[config.mk]
export PLATFORM = sky130hd
export DESIGN_NAME = gestor_rolhas
export DESIGN_NICKNAME = d
export VERILOG_FILES = /design/src/rtl/vinho_pkg.sv /design/src/rtl/gestor_rolhas_contador_saturado.sv /design/src/rtl/gestor_rolhas.sv
export SDC_FILE = /design/constraint.sdc
export NUM_CORES = 1
export LEC_CHECK = 0
export ABC_AREA = 0
export ABC_CLOCK_PERIOD_IN_PS = 4500
export BUFFER_PORTS_ARGS = -buffer_cell sky130_fd_sc_hd__buf_2
export CORE_MARGIN = 3
export CORE_UTILIZATION = 55
export CTS_CLUSTER_SIZE = 40
export DETAILED_ROUTE_END_ITERATION = 6
export PLACE_DENSITY = 0.73
export SLEW_MARGIN = 20
export SYNTH_ARGS = -nofsm -noshare
export SYNTH_HDL_FRONTEND = slang
export SYNTH_SLANG_ARGS = --single-unit
[constraint.sdc]
create_clock -name CLOCK -period 4.5 [get_ports CLOCK]
set_input_delay 0.225 -clock CLOCK [delete_from_list [all_inputs] [get_ports CLOCK]]
set_output_delay 0.225 -clock CLOCK [all_outputs]
set_load 0.02 [all_outputs]
[src/rtl/vinho_pkg.sv]
// Shared definitions for the bottling-line sealing station.
// The cork magazine defaults are shared by the magazine manager and the sealing FSM bench.
package vinho_pkg;

  typedef enum logic [1:0] {
    OCIOSO       = 2'd0,
    PEDINDO      = 2'd1,
    ESPERA_BAIXA = 2'd2,
    FALHA        = 2'd3
  } estado_rolhas_t;

  localparam int WIDTH_PADRAO          = 5;
  localparam int CAPACIDADE_PADRAO     = 20;
  localparam int NIVEL_MINIMO_PADRAO   = 5;
  localparam int LOTE_REPOSICAO_PADRAO = 15;
  localparam int TIMEOUT_CICLOS_PADRAO = 255;

endpackage

[src/rtl/gestor_rolhas_contador_saturado.sv]
// Next cork count: adds the increment, removes one cork on request and clamps to [0, MAX].
// A decrement that would take the count below zero is flagged as an underflow.
module contador_saturado #(
  parameter int WIDTH = 5,
  parameter int MAX   = 20
) (
  input  logic [WIDTH-1:0] atual,
  input  logic [WIDTH:0]   incremento,
  input  logic             decremento,
  output logic [WIDTH-1:0] proximo,
  output logic             subfluxo
);

  localparam logic [WIDTH:0]   MAX_W = (WIDTH+1)'(MAX);
  localparam logic [WIDTH-1:0] MAX_N = WIDTH'(MAX);

  logic [WIDTH:0] soma_s;
  logic [WIDTH:0] liquido_s;

  assign soma_s    = {1'b0, atual} + incremento;
  assign liquido_s = soma_s - {{WIDTH{1'b0}}, decremento};

  // Clamp the net result; a decrement only underflows when nothing else arrived to cover it
  always_comb begin
    subfluxo = 1'b0;
    proximo  = {WIDTH{1'b0}};
    if (decremento && (soma_s == {(WIDTH+1){1'b0}})) begin
      subfluxo = 1'b1;
      proximo  = {WIDTH{1'b0}};
    end else if (liquido_s > MAX_W) begin
      subfluxo = 1'b0;
      proximo  = MAX_N;
    end else begin
      subfluxo = 1'b0;
      proximo  = liquido_s[WIDTH-1:0];
    end
  end

endmodule

[src/rtl/gestor_rolhas.sv]
// Cork magazine manager: tracks corks in stock and refills the magazine from the feeder
// through a four-phase req/ack handshake with timeout, raising sticky fault flags.
module gestor_rolhas
  import vinho_pkg::*;
#(
  parameter int WIDTH          = WIDTH_PADRAO,
  parameter int CAPACIDADE     = CAPACIDADE_PADRAO,
  parameter int NIVEL_MINIMO   = NIVEL_MINIMO_PADRAO,
  parameter int LOTE_REPOSICAO = LOTE_REPOSICAO_PADRAO,
  parameter int TIMEOUT_CICLOS = TIMEOUT_CICLOS_PADRAO
) (
  input  logic             CLOCK,
  input  logic             RESET,
  input  logic             DECREMENTA_ROLHA,
  input  logic             ADICIONA_ROLHA,
  input  logic             REPOSICAO_ACK,
  input  logic             LIMPA_FALHA,
  output logic             ROLHAS_DISPONIVEIS,
  output logic             NIVEL_BAIXO,
  output logic [WIDTH-1:0] CONTAGEM,
  output logic             REPOSICAO_REQ,
  output logic             FALHA_REPOSICAO,
  output logic             ERRO_SUBFLUXO
);

  localparam logic [WIDTH-1:0] CAPACIDADE_N = WIDTH'(CAPACIDADE);
  localparam logic [WIDTH-1:0] NIVEL_N      = WIDTH'(NIVEL_MINIMO);
  localparam logic [WIDTH:0]   LOTE_N       = (WIDTH+1)'(LOTE_REPOSICAO);
  localparam logic [7:0]       TIMEOUT_N    = 8'(TIMEOUT_CICLOS);

  estado_rolhas_t   estado_r, estado_s;
  logic [7:0]       timer_r, timer_s;
  logic [WIDTH-1:0] contagem_r, proximo_s;
  logic [WIDTH:0]   incremento_s;
  logic             aceita_lote_s, timeout_s, subfluxo_s, nivel_baixo_s;
  logic             req_r, falha_r, erro_r;

  assign nivel_baixo_s = (contagem_r <= NIVEL_N);
  assign incremento_s  = (aceita_lote_s ? LOTE_N : {(WIDTH+1){1'b0}})
                       + {{WIDTH{1'b0}}, ADICIONA_ROLHA};

  contador_saturado #(
    .WIDTH (WIDTH),
    .MAX   (CAPACIDADE)
  ) u_contador (
    .atual      (contagem_r),
    .incremento (incremento_s),
    .decremento (DECREMENTA_ROLHA),
    .proximo    (proximo_s),
    .subfluxo   (subfluxo_s)
  );

  // Feeder handshake next state; a batch is accepted only on the PEDINDO cycle that sees ACK
  always_comb begin
    estado_s      = estado_r;
    timer_s       = timer_r;
    aceita_lote_s = 1'b0;
    timeout_s     = 1'b0;
    case (estado_r)
      OCIOSO: begin
        if (nivel_baixo_s) begin
          estado_s = PEDINDO;
          timer_s  = 8'd0;
        end else begin
          estado_s = OCIOSO;
        end
      end
      PEDINDO: begin
        if (REPOSICAO_ACK) begin
          aceita_lote_s = 1'b1;
          estado_s      = ESPERA_BAIXA;
        end else if (timer_r == TIMEOUT_N) begin
          timeout_s = 1'b1;
          estado_s  = FALHA;
        end else begin
          timer_s = timer_r + 8'd1;
        end
      end
      ESPERA_BAIXA: begin
        if (!REPOSICAO_ACK) begin
          estado_s = OCIOSO;
        end else begin
          estado_s = ESPERA_BAIXA;
        end
      end
      FALHA: begin
        if (LIMPA_FALHA) begin
          estado_s = OCIOSO;
        end else begin
          estado_s = FALHA;
        end
      end
      default: begin
        estado_s = OCIOSO;
        timer_s  = 8'd0;
      end
    endcase
  end

  // State, stock and sticky fault registers; a new fault outranks a clear in the same cycle
  always_ff @(posedge CLOCK) begin
    if (RESET) begin
      estado_r   <= OCIOSO;
      timer_r    <= 8'd0;
      contagem_r <= CAPACIDADE_N;
      req_r      <= 1'b0;
      falha_r    <= 1'b0;
      erro_r     <= 1'b0;
    end else begin
      estado_r   <= estado_s;
      timer_r    <= timer_s;
      contagem_r <= proximo_s;
      req_r      <= (estado_s == PEDINDO);
      if (timeout_s) begin
        falha_r <= 1'b1;
      end else if (LIMPA_FALHA) begin
        falha_r <= 1'b0;
      end else begin
        falha_r <= falha_r;
      end
      if (subfluxo_s) begin
        erro_r <= 1'b1;
      end else if (LIMPA_FALHA) begin
        erro_r <= 1'b0;
      end else begin
        erro_r <= erro_r;
      end
    end
  end

  assign CONTAGEM           = contagem_r;
  assign ROLHAS_DISPONIVEIS = (contagem_r != {WIDTH{1'b0}});
  assign NIVEL_BAIXO        = nivel_baixo_s;
  assign REPOSICAO_REQ      = req_r;
  assign FALHA_REPOSICAO    = falha_r;
  assign ERRO_SUBFLUXO      = erro_r;

endmodule
# ---- Yosys cells after proc, flatten, opt, wreduce, memory -nomap -nowiden
# Index checks and enable logic that the tools add are counted.
dict set report op_classes {
  addsub 4
  order_cmp 2
  n_eq_ne 8
  n_mux 22
  reduce_logical 9
}
# cell count
set op_table {}
lappend op_table {{two-way mux 8 bit} 3}
lappend op_table {{case mux 8 bit (2 select lines)} 1}
lappend op_table {{two-way mux 1 bit} 10}
lappend op_table {{two-way mux 5 bit} 2}
lappend op_table {{adder 8 x 1 -> 8 bit, second input constant} 1}
lappend op_table {{== test 8 bit, second input constant} 1}
lappend op_table {{two-way mux 2 bit} 4}
lappend op_table {{case mux 2 bit (4 select lines)} 1}
lappend op_table {{adder 5 x 5 -> 6 bit} 1}
lappend op_table {{greater-than comparator 6 x 5 -> 1 bit, second input constant} 1}
lappend op_table {{logical NOT 6 bit} 1}
lappend op_table {{!= test 2 bit, second input constant} 3}
lappend op_table {{nonzero test 2 bit} 3}
lappend op_table {{subtractor 6 x 1 -> 6 bit} 1}
lappend op_table {{adder 4 x 1 -> 5 bit} 1}
lappend op_table {{less-or-equal comparator 5 x 3 -> 1 bit, second input constant} 1}
lappend op_table {{nonzero test 5 bit} 1}
lappend op_table {{== test 2 x 1 -> 1 bit, second input constant} 2}
lappend op_table {{== test 2 bit, second input constant} 2}
lappend op_table {{two-way mux 4 bit} 1}
lappend op_table {{AND reduction 4 bit} 1}
lappend op_table {{OR reduction 3 bit} 1}
lappend op_table {{logical NOT 2 bit} 1}
lappend op_table {{logical AND 1 bit} 1}
dict set report word_totals {
  ff_bits 18
  in_bits 6
}

# ---- Logic depth before layout (Yosys ltp)
# Gate-level depths: netlist of run 1.
dict set report depth {
  word_depth 9
  ltp_mapped 14
  depth_no_buf 13
}

# ---- By module
# A second synthesis of run 1 with hierarchy kept.
dict set report hier_totals {
  hier_cells 160
  hier_area_um2 1336.3
}
# module instances cells_per_inst area_each_um2
set modules_own_cells {}
lappend modules_own_cells {gestor_rolhas 1 86 794.5}
lappend modules_own_cells {contador_saturado 1 74 541.8}

# ---- Least setup slack after synthesis of run 1
# OpenSTA, ideal clock, no wires.
dict set report synth_path {
  path_kind {reg-to-reg}
  from {register estado_r[1]}
  to {register contagem_r[3] (netlist: CONTAGEM[3])}
  setup_time_ns 0.121
  arrival_time_ns 2.621
  t_required_ns 4.379
  setup_slack_ns 1.758
  path_stages_with_launch 14
  period_less_slack_ns 2.742
  cell_sequence {dfxtp_1 -> buf_2 -> nand3b_4 -> xnor2_1 -> ha_1 -> a21o_1 -> ha_1 -> o21ai_0 -> a21oi_1 -> or2_0 -> clkbuf_1 -> o41a_2 -> o2111ai_2 -> nor2_1}
}
dict set report synth_between {
  elab_chain_len 8
}
# item line_no
set synth_lines {}
lappend synth_lines {{from (decl)} gestor_rolhas.sv:31} ;# estado_rolhas_t estado_r, estado_s;
lappend synth_lines {{from (signal assigned)} gestor_rolhas.sv:110} ;# estado_r <= estado_s;
lappend synth_lines {{== test 2 x 1 -> 1 bit *} gestor_rolhas.sv:59} ;# case (estado_r)
lappend synth_lines {{two-way mux 1 bit *} gestor_rolhas.sv:59}
lappend synth_lines {{two-way mux 4 bit *} gestor_rolhas.sv:39} ;# assign incremento_s = (aceita_lote_s ? LOTE_N : {(WIDTH+1){1'b0}})
lappend synth_lines {{adder 4 x 1 -> 5 bit *} gestor_rolhas.sv:40} ;# + {{WIDTH{1'b0}}, ADICIONA_ROLHA};
lappend synth_lines {{adder 5 x 5 -> 6 bit *} gestor_rolhas_contador_saturado.sv:20} ;# assign soma_s = {1'b0, atual} + incremento;
lappend synth_lines {{subtractor 6 x 1 -> 6 bit / logical NOT 6 bit (equally long branches)} {gestor_rolhas_contador_saturado.sv:21, gestor_rolhas_contador_saturado.sv:27}}
lappend synth_lines {{greater-than comparator 6 x 5 -> 1 bit / logical AND 1 bit (equally long branches)} {gestor_rolhas_contador_saturado.sv:30, gestor_rolhas_contador_saturado.sv:27}}
lappend synth_lines {{OR reduction 3 bit (no source line)} n/a}
lappend synth_lines {{to (signal assigned)} gestor_rolhas.sv:112} ;# contagem_r <= proximo_s;
lappend synth_lines {{to (decl)} gestor_rolhas.sv:33} ;# logic [WIDTH-1:0] contagem_r, proximo_s;
# Every way passes the cells marked *; elsewhere a longest branch is shown, timed or not.
# A chain may end at the register's enable or synchronous reset.

# ---- Worst setup path after layout of run 1
dict set report layout_path {
  from {register estado_r[0]}
  to {register contagem_r[2] (netlist: CONTAGEM[2])}
}
dict set report layout_between {
  elab_chain_len 9
}
# item line_no
set layout_lines {}
lappend layout_lines {{== test 2 x 1 -> 1 bit *} gestor_rolhas.sv:59}
lappend layout_lines {{two-way mux 1 bit *} gestor_rolhas.sv:59}
lappend layout_lines {{two-way mux 4 bit *} gestor_rolhas.sv:39}
lappend layout_lines {{adder 4 x 1 -> 5 bit *} gestor_rolhas.sv:40}
lappend layout_lines {{adder 5 x 5 -> 6 bit *} gestor_rolhas_contador_saturado.sv:20}
lappend layout_lines {{subtractor 6 x 1 -> 6 bit} gestor_rolhas_contador_saturado.sv:21} ;# assign liquido_s = soma_s - {{WIDTH{1'b0}}, decremento};
lappend layout_lines {{greater-than comparator 6 x 5 -> 1 bit} gestor_rolhas_contador_saturado.sv:30} ;# end else if (liquido_s > MAX_W) begin
lappend layout_lines {{two-way mux 5 bit} gestor_rolhas_contador_saturado.sv:30}
lappend layout_lines {{two-way mux 5 bit *} gestor_rolhas_contador_saturado.sv:27} ;# if (decremento && (soma_s == {(WIDTH+1){1'b0}})) begin
# Marked as above.

==> summary.txt, run 1 <==
Yosys
  • Seq/Total Area, Yosys: 27.8%
  • FF+latch count, synth: 18
  • Top cells by area, synth: dfxtp_1, a21oi_1, ha_1, xnor2_1, xor2_1
  • Commonest cells post-synth: dfxtp_1, a21oi_1, nor2_1, nand2_1
  • Mean Syn Cell Area: 8.42 um^2
  • Synthesized area: about 1300 um^2
  • Leading area contributor after synthesis: dfxtp_1
  • Post-synthesis mux area share: between 3 and 4%
  • Synth Instances: 154
  • Largest family of logic cells by synthesized area: simple AND/OR/NAND/NOR gates
  • Ys async rst share: 0%
  • Post-Synth Adder-Cell Area: 4.83%
  • Synth Area in XOR/XNOR: roughly a tenth
  • Yosys warnings: 0
  • Synth top area share: 27.8%
  • Yosys cell types: 50
  • Post-synth top flop: dfxtp_1
  • EDFF count, synth: 0
  • Post-Synth Simple-Gate Area: 26.6%
  • Syn nets: 165
  • Cell with the most instances after synthesis: dfxtp_1
  • Compound-Gate Fraction of Synth Area: 20.9%

Timing
  • Endpoints failing hold: 0
  • Fmax: roughly 320 MHz
  • RSZ-0062 raised after global routing: no
  • Period minus WS final: 3080 ps
  • Clock skew: 7.95 ps
  • Hold slack: 199 ps
  • Max Slew Vio Count: 0
  • # setup viols final: 0
  • Worst-margin pin slew: 471 ps
  • Slew HR: about two thirds
  • Fin crit share: 68.6%
  • Fin Setup TNS: 0 ps

Pwr
  • Flop pwr share: 34.4%
  • Leak Pwr: 0.553 nW
  • Peak supply drop: approximately 320 uV
  • Clock share of power: 15.0%
  • Comb power frac: 50.6%
  • P_int: 0.372 mW
  • Pwr per Cell Area: 471 nW/um^2
  • Sw Pwr: 0.277 mW
  • Switch share: between 40% and 50%

Place
  • Gp weighted congestion: 0.924
  • Final HPWL DP: 2000 um
  • Port Buffer Count: 15

Critical path
  • Setup crit start kind: register
  • Worst Setup Path Type: register to register
  • Crit path max fanout: 10
  • Crit. End Element: register
  • CP arrival: 3310 ps
  • WP data required: 4720 ps

Floorplan
  • Die height: about 55 um
  • Initial Utilization: 61.7%
  • FP Rows: 16
  • Die W: 54.5 um
  • Top Ports: 16
  • CORE AREA: 2100 um^2
  • Die area: 2980 um^2

Clocking
  • Root Buffer: clkbuf_4
  • Setup bufs post-CTS: 0
  • Max clock buf depth: 2
  • CTS tree: built
  • Post-CTS Hold Buffers: 0
  • H-tree Lvls: 1
  • Post-cts sizing count: 0
  • CTS sink count: 18
  • Worst-skew pair later-pin latency: just under 300 ps
  • CTS Buf Count: 3
  • Clock-pin slew on the worst setup and hold paths: 100 ps

Status
  • Status: finished clean

GRT
  • First-pass GRT wire length: 4240 um
  • Gr usage total: 19.6%
  • Largest net degree at the start of global routing: 15
  • Antenna violations before repair: 0
  • GRT overflow: 0
  • Number of global-route vias before repair: roughly 950

Finish
  • Fillers: between 150 and 200
  • N_diodes: 0
  • Post-layout nets: 174
  • FF/Latch Area: 360 um^2
  • Area grow syn2layout: 6.37%
  • Area occupied by multi-input gates: approximately 850 um^2
  • Layout cells sized above 1: 17.9%

Route
  • Vias: 1111
  • Wirelength per Cell: 13.7 um
  • # DRC: 0
  • DR pass1 iterations: 4
  • Initial drt markers: 11
  • Antenna viol nets, final: 0
  • Via density: 5.88
  • Total wire length: 2580 um

Worst hold path
  • Hold Crit Class: input port to register

Flow run
  • Max cap viols: 0
placed cells by master, fill, tap and decap left out, types with 2 or more instances in the layout:
cell,instances
nand2b_1,7
a31oi_1,2
o21ai_0,7
nand3_1,2
buf_2,15
or2_2,2
nand4_1,6
clkbuf_4,3
xnor2_1,6
or3_1,4
a21oi_1,13
o211a_1,2
nand2_1,10
nor3_1,3
inv_1,5
mux2i_1,2
a21o_1,2
dfxtp_1,18
nor2b_1,2
nor3b_1,2
nor2_1,12
xor2_1,6
a2111oi_0,2
a211oi_1,2
ha_1,5
power groups by stage:
stage	combinational, mW	sequential, mW	clock [mW]
final	0.329	0.223	0.0974
after detailed placement	0.328	0.226	0
after floorplan	0.285	0.215	0
after global routing	0.365	0.229	0.110
after global placement	0.322	0.225	0
after CTS	0.328	0.222	0.101
final timing paths:
check | end | slack (ps) | startpoint | depth (start not counted)
max | CONTAGEM[2] | 1420 | estado_r[0] | 11
min | timer_r[1] | 200 | RESET | 2
max reg2reg | CONTAGEM[2] | 1420 | estado_r[0] | 11
min reg2reg | FALHA_REPOSICAO | 480 | FALHA_REPOSICAO | 2
stage by stage:
stage               instance area (um^2)  total power [mW]  util, %  setup slack [ps]  cells
global route                        1380             0.704     65.6              1200    189
CTS                                 1380             0.651     65.6              1440    189
floorplan                           1300             0.499        -              1760    154
global placement                    1340             0.548     63.9              1550    185
detailed placement                  1340             0.554     63.9              1490    185
finish                              1380             0.649     65.6              1420    189
cell families after synthesis:
logic type,after synthesis
fa+ha+maj,5
flops,18
simple gates,60
xor+xnor,13
mux,3
buf+inv,16
compound gates,39
metal layers:
layer	GRT usage [%]	up-vias	part of all wire, %
met4	6.22	0	1.1
met2	27.9	28	41
li1	-	578	-
met3	4.90	5	5.5
met5	0	-	0
met1	28.5	500	52
cell type report:
class	instances	area share (%)
timing repair buffer	15	5.44
multi-input combinational	120	62.0
clock buffer	4	2.63
tap	27	2.45
inverter	5	1.36
sequential	18	26.1
registers in the layout, summed over array words and instances, names as in the netlist:
name             count
estado_r             2
timer_r              8
FALHA_REPOSICAO      1
REPOSICAO_REQ        1
CONTAGEM             5
ERRO_SUBFLUXO        1
critical path, cell delays in order (launching register included):
cell and delay (ps):
dfxtp_1 560, nand3b_4 210, xnor2_1 170, ha_1 240, a21o_1 170, ha_1 250, or3_1 360, a21oi_1 170
or2_0 360, o311ai_1 210, o211a_1 160, a2bb2oi_1 140
Note: power is estimated with default switching activity, not from simulation.
==> run 2: changes to the inputs <==
--- a/config.mk
+++ b/config.mk
@@ -6,7 +6,7 @@
 export NUM_CORES = 1
 export LEC_CHECK = 0
 export ABC_AREA = 0
-export ABC_CLOCK_PERIOD_IN_PS = 4500
+export ABC_CLOCK_PERIOD_IN_PS = 3100
 export BUFFER_PORTS_ARGS = -buffer_cell sky130_fd_sc_hd__buf_2
 export CORE_MARGIN = 3
 export CORE_UTILIZATION = 55
==> constraint.sdc (replaced) <==
create_clock -name CLOCK -period 3.1 [get_ports CLOCK]
set_input_delay 0.155 -clock CLOCK [delete_from_list [all_inputs] [get_ports CLOCK]]
set_output_delay 0.155 -clock CLOCK [all_outputs]
set_load 0.02 [all_outputs]
==> summary.txt, run 2 (synthesis gave the netlist of run 1 again) <==
Critical path
  • Crit path max fanout: 7 (was 10)
  • Setup crit start kind: register (unchanged)
  • CP arrival: 3140 ps (was 3310 ps)
  • Worst Reg-to-Reg Cells: 11 (unchanged)
  • WP data required: 3330 ps (was 4720 ps)
  • R2R setup slack: 190 ps (was 1420 ps)
  • Worst Setup Path Type: register to register (unchanged)
  • Worst r2r src: estado_r[1] (was estado_r[0])
  • Crit. End Element: register (unchanged)
  • Reg2Reg Capture Point: CONTAGEM[3] (was CONTAGEM[2])

Finish
  • Most frequent cells in the layout: dfxtp_1, buf_2, a21oi_1 (unchanged)
  • Area grow syn2layout: 8.11% (was 6.37%)
  • Largest register FFs: 8 (unchanged)
  • Commonest non-fill, non-tap cell in the layout: dfxtp_1 (unchanged)
  • Layout cells sized above 1: 19.5% (was 17.9%)
  • N_diodes: 0 (unchanged)
  • Post-layout nets: 176 (was 174)
  • Reg with most FFs: timer_r (unchanged)

Status
  • Status: finished clean (unchanged)

Clocking
  • Post-cts sizing count: 0 (unchanged)
  • CTS sink count: 18 (unchanged)
  • Setup bufs post-CTS: 0 (unchanged)
  • CTS tree: built (unchanged)
  • CTS Buf Count: 3 (unchanged)
  • Root Buffer: clkbuf_4 (unchanged)
  • Post-CTS Hold Buffers: 0 (unchanged)
  • H-tree Lvls: 1 (unchanged)
  • Max clock buf depth: 2 (unchanged)
  • Clock-pin slew on the worst setup and hold paths: 100 ps (about the same)
  • Worst-skew pair later-pin latency: 290 ps (about the same)

Pwr
  • Leak Pwr: 0.564 nW (was 0.553 nW)
  • Total power: 0.965 mW (was 0.649 mW)
  • Peak supply drop: 567 uV (was 317 uV)
  • Pwr per Cell Area: 689 nW/um^2 (was 471 nW/um^2)

Timing
  • Fin Setup TNS: 0 ps (unchanged)
  • Worst-margin pin slew: 480 ps (was 471 ps)
  • # setup viols final: 0 (unchanged)
  • Period minus WS final: 2910 ps (was 3080 ps)
  • Fmax: 343 MHz (was 324 MHz)
  • Endpoints failing hold: 0 (unchanged)
  • RSZ-0062 raised after global routing: no (unchanged)
  • Slew HR: 68.0% (was 67.8%)
  • Fin crit share: 93.9% (was 68.6%)
  • Max Slew Vio Count: 0 (unchanged)
  • Clock skew: 3.50 ps (was 7.95 ps)

GRT
  • Gr usage total: 21.6% (was 19.6%)
  • Largest net degree at the start of global routing: 15 (unchanged)
  • Antenna violations before repair: 0 (unchanged)
  • GRT overflow: 0 (unchanged)
  • First-pass GRT wire length: 4690 um (was 4240 um)
  • Number of global-route vias before repair: 1094 (was 953)

Route
  • Antenna viol nets, final: 0 (unchanged)
  • DR pass1 iterations: 4 (unchanged)
  • Vias: 1175 (was 1111)
  • Via density: 6.15 (was 5.88)
  • Wirelength per Cell: 14.7 um (was 13.7 um)
  • Total wire length: 2820 um (was 2580 um)
  • # DRC: 0 (unchanged)
  • Initial drt markers: 39 (was 11)

Floorplan
  • FP Rows: 16 (unchanged)
  • Initial Utilization: 61.7% (unchanged)
  • Die height: 54.5 um (unchanged)
  • CORE AREA: 2100 um^2 (unchanged)
  • Die W: 54.5 um (unchanged)
  • Die area: 2980 um^2 (unchanged)
  • Top Ports: 16 (unchanged)

Worst hold path
  • Hold_sp: RESET (unchanged)
  • Worst hold path stage count: 2 (unchanged)
  • WHS Endpoint: FALHA_REPOSICAO (was timer_r[1])
  • Hold Crit Class: input port to register (unchanged)

Place
  • Gp weighted congestion: 0.907 (was 0.924)
  • Final HPWL DP: 2180 um (was 2000 um)
  • Port Buffer Count: 15 (unchanged)

Flow run
  • Max cap viols: 0 (unchanged)
-- run 2: through the flow --
step | worst slack, ps | utilization [%] | std cells | hold slack (ps) | instance area [um^2]
global placement | 372 | 64.6 | 187 | 440 | 1360
floorplan | 358 | - | 154 | 333 | 1300
finish | 188 | 66.7 | 191 | 134 | 1400
detailed placement | 247 | 64.6 | 187 | 450 | 1360
global route | 34.1 | 66.7 | 191 | 136 | 1400
CTS | 220 | 66.3 | 191 | 130 | 1390
-- run 2: layer usage --
layer  share of wire [%]  track usage (%)  vias up
met5                   0                0        -
met4                 1.7             7.47        0
met3                 4.9             3.81        7
met2                  44             35.1       36
met1                  49             28.5      557
li1                    -                -      575
-- run 2: worst max path at each step --
stage / slack, ps / end / start
floorplan: 360 / CONTAGEM[3] / estado_r[1]
global placement: 370 / CONTAGEM[4] / estado_r[1]
CTS: 220 / CONTAGEM[3] / estado_r[0]
detailed placement: 250 / CONTAGEM[3] / estado_r[1]
global route: 30 / CONTAGEM[2] / estado_r[1]
finish: 190 / CONTAGEM[3] / estado_r[1]
-- run 2: layout make-up --
cell class / instances / area, um^2
multi-input cells: 120 / 862
fillers: 206 / 701
flip-flops and latches: 18 / 360
repair buffers: 17 / 90.1
clock buffers: 4 / 36.3
well taps: 27 / 33.8
inverters: 5 / 18.8
-- run 2: critical path, cell delays in order (launching register included) --
cell       delay [ps]
dfxtp_1           330
nand3b_4          220
xnor2_1           170
ha_1              250
a21o_1            170
ha_1              230
or3_1             370
a21oi_1           170
or2_0             400
o31a_2            240
o2111ai_2         150
nor2_1            140
-- run 2: where the power goes --
group | switching (mW) | internal (mW)
Combinational | 0.286 | 0.213
Clock | 0.0727 | 0.0715
Sequential | 0.0620 | 0.260
Total | 0.421 | 0.545
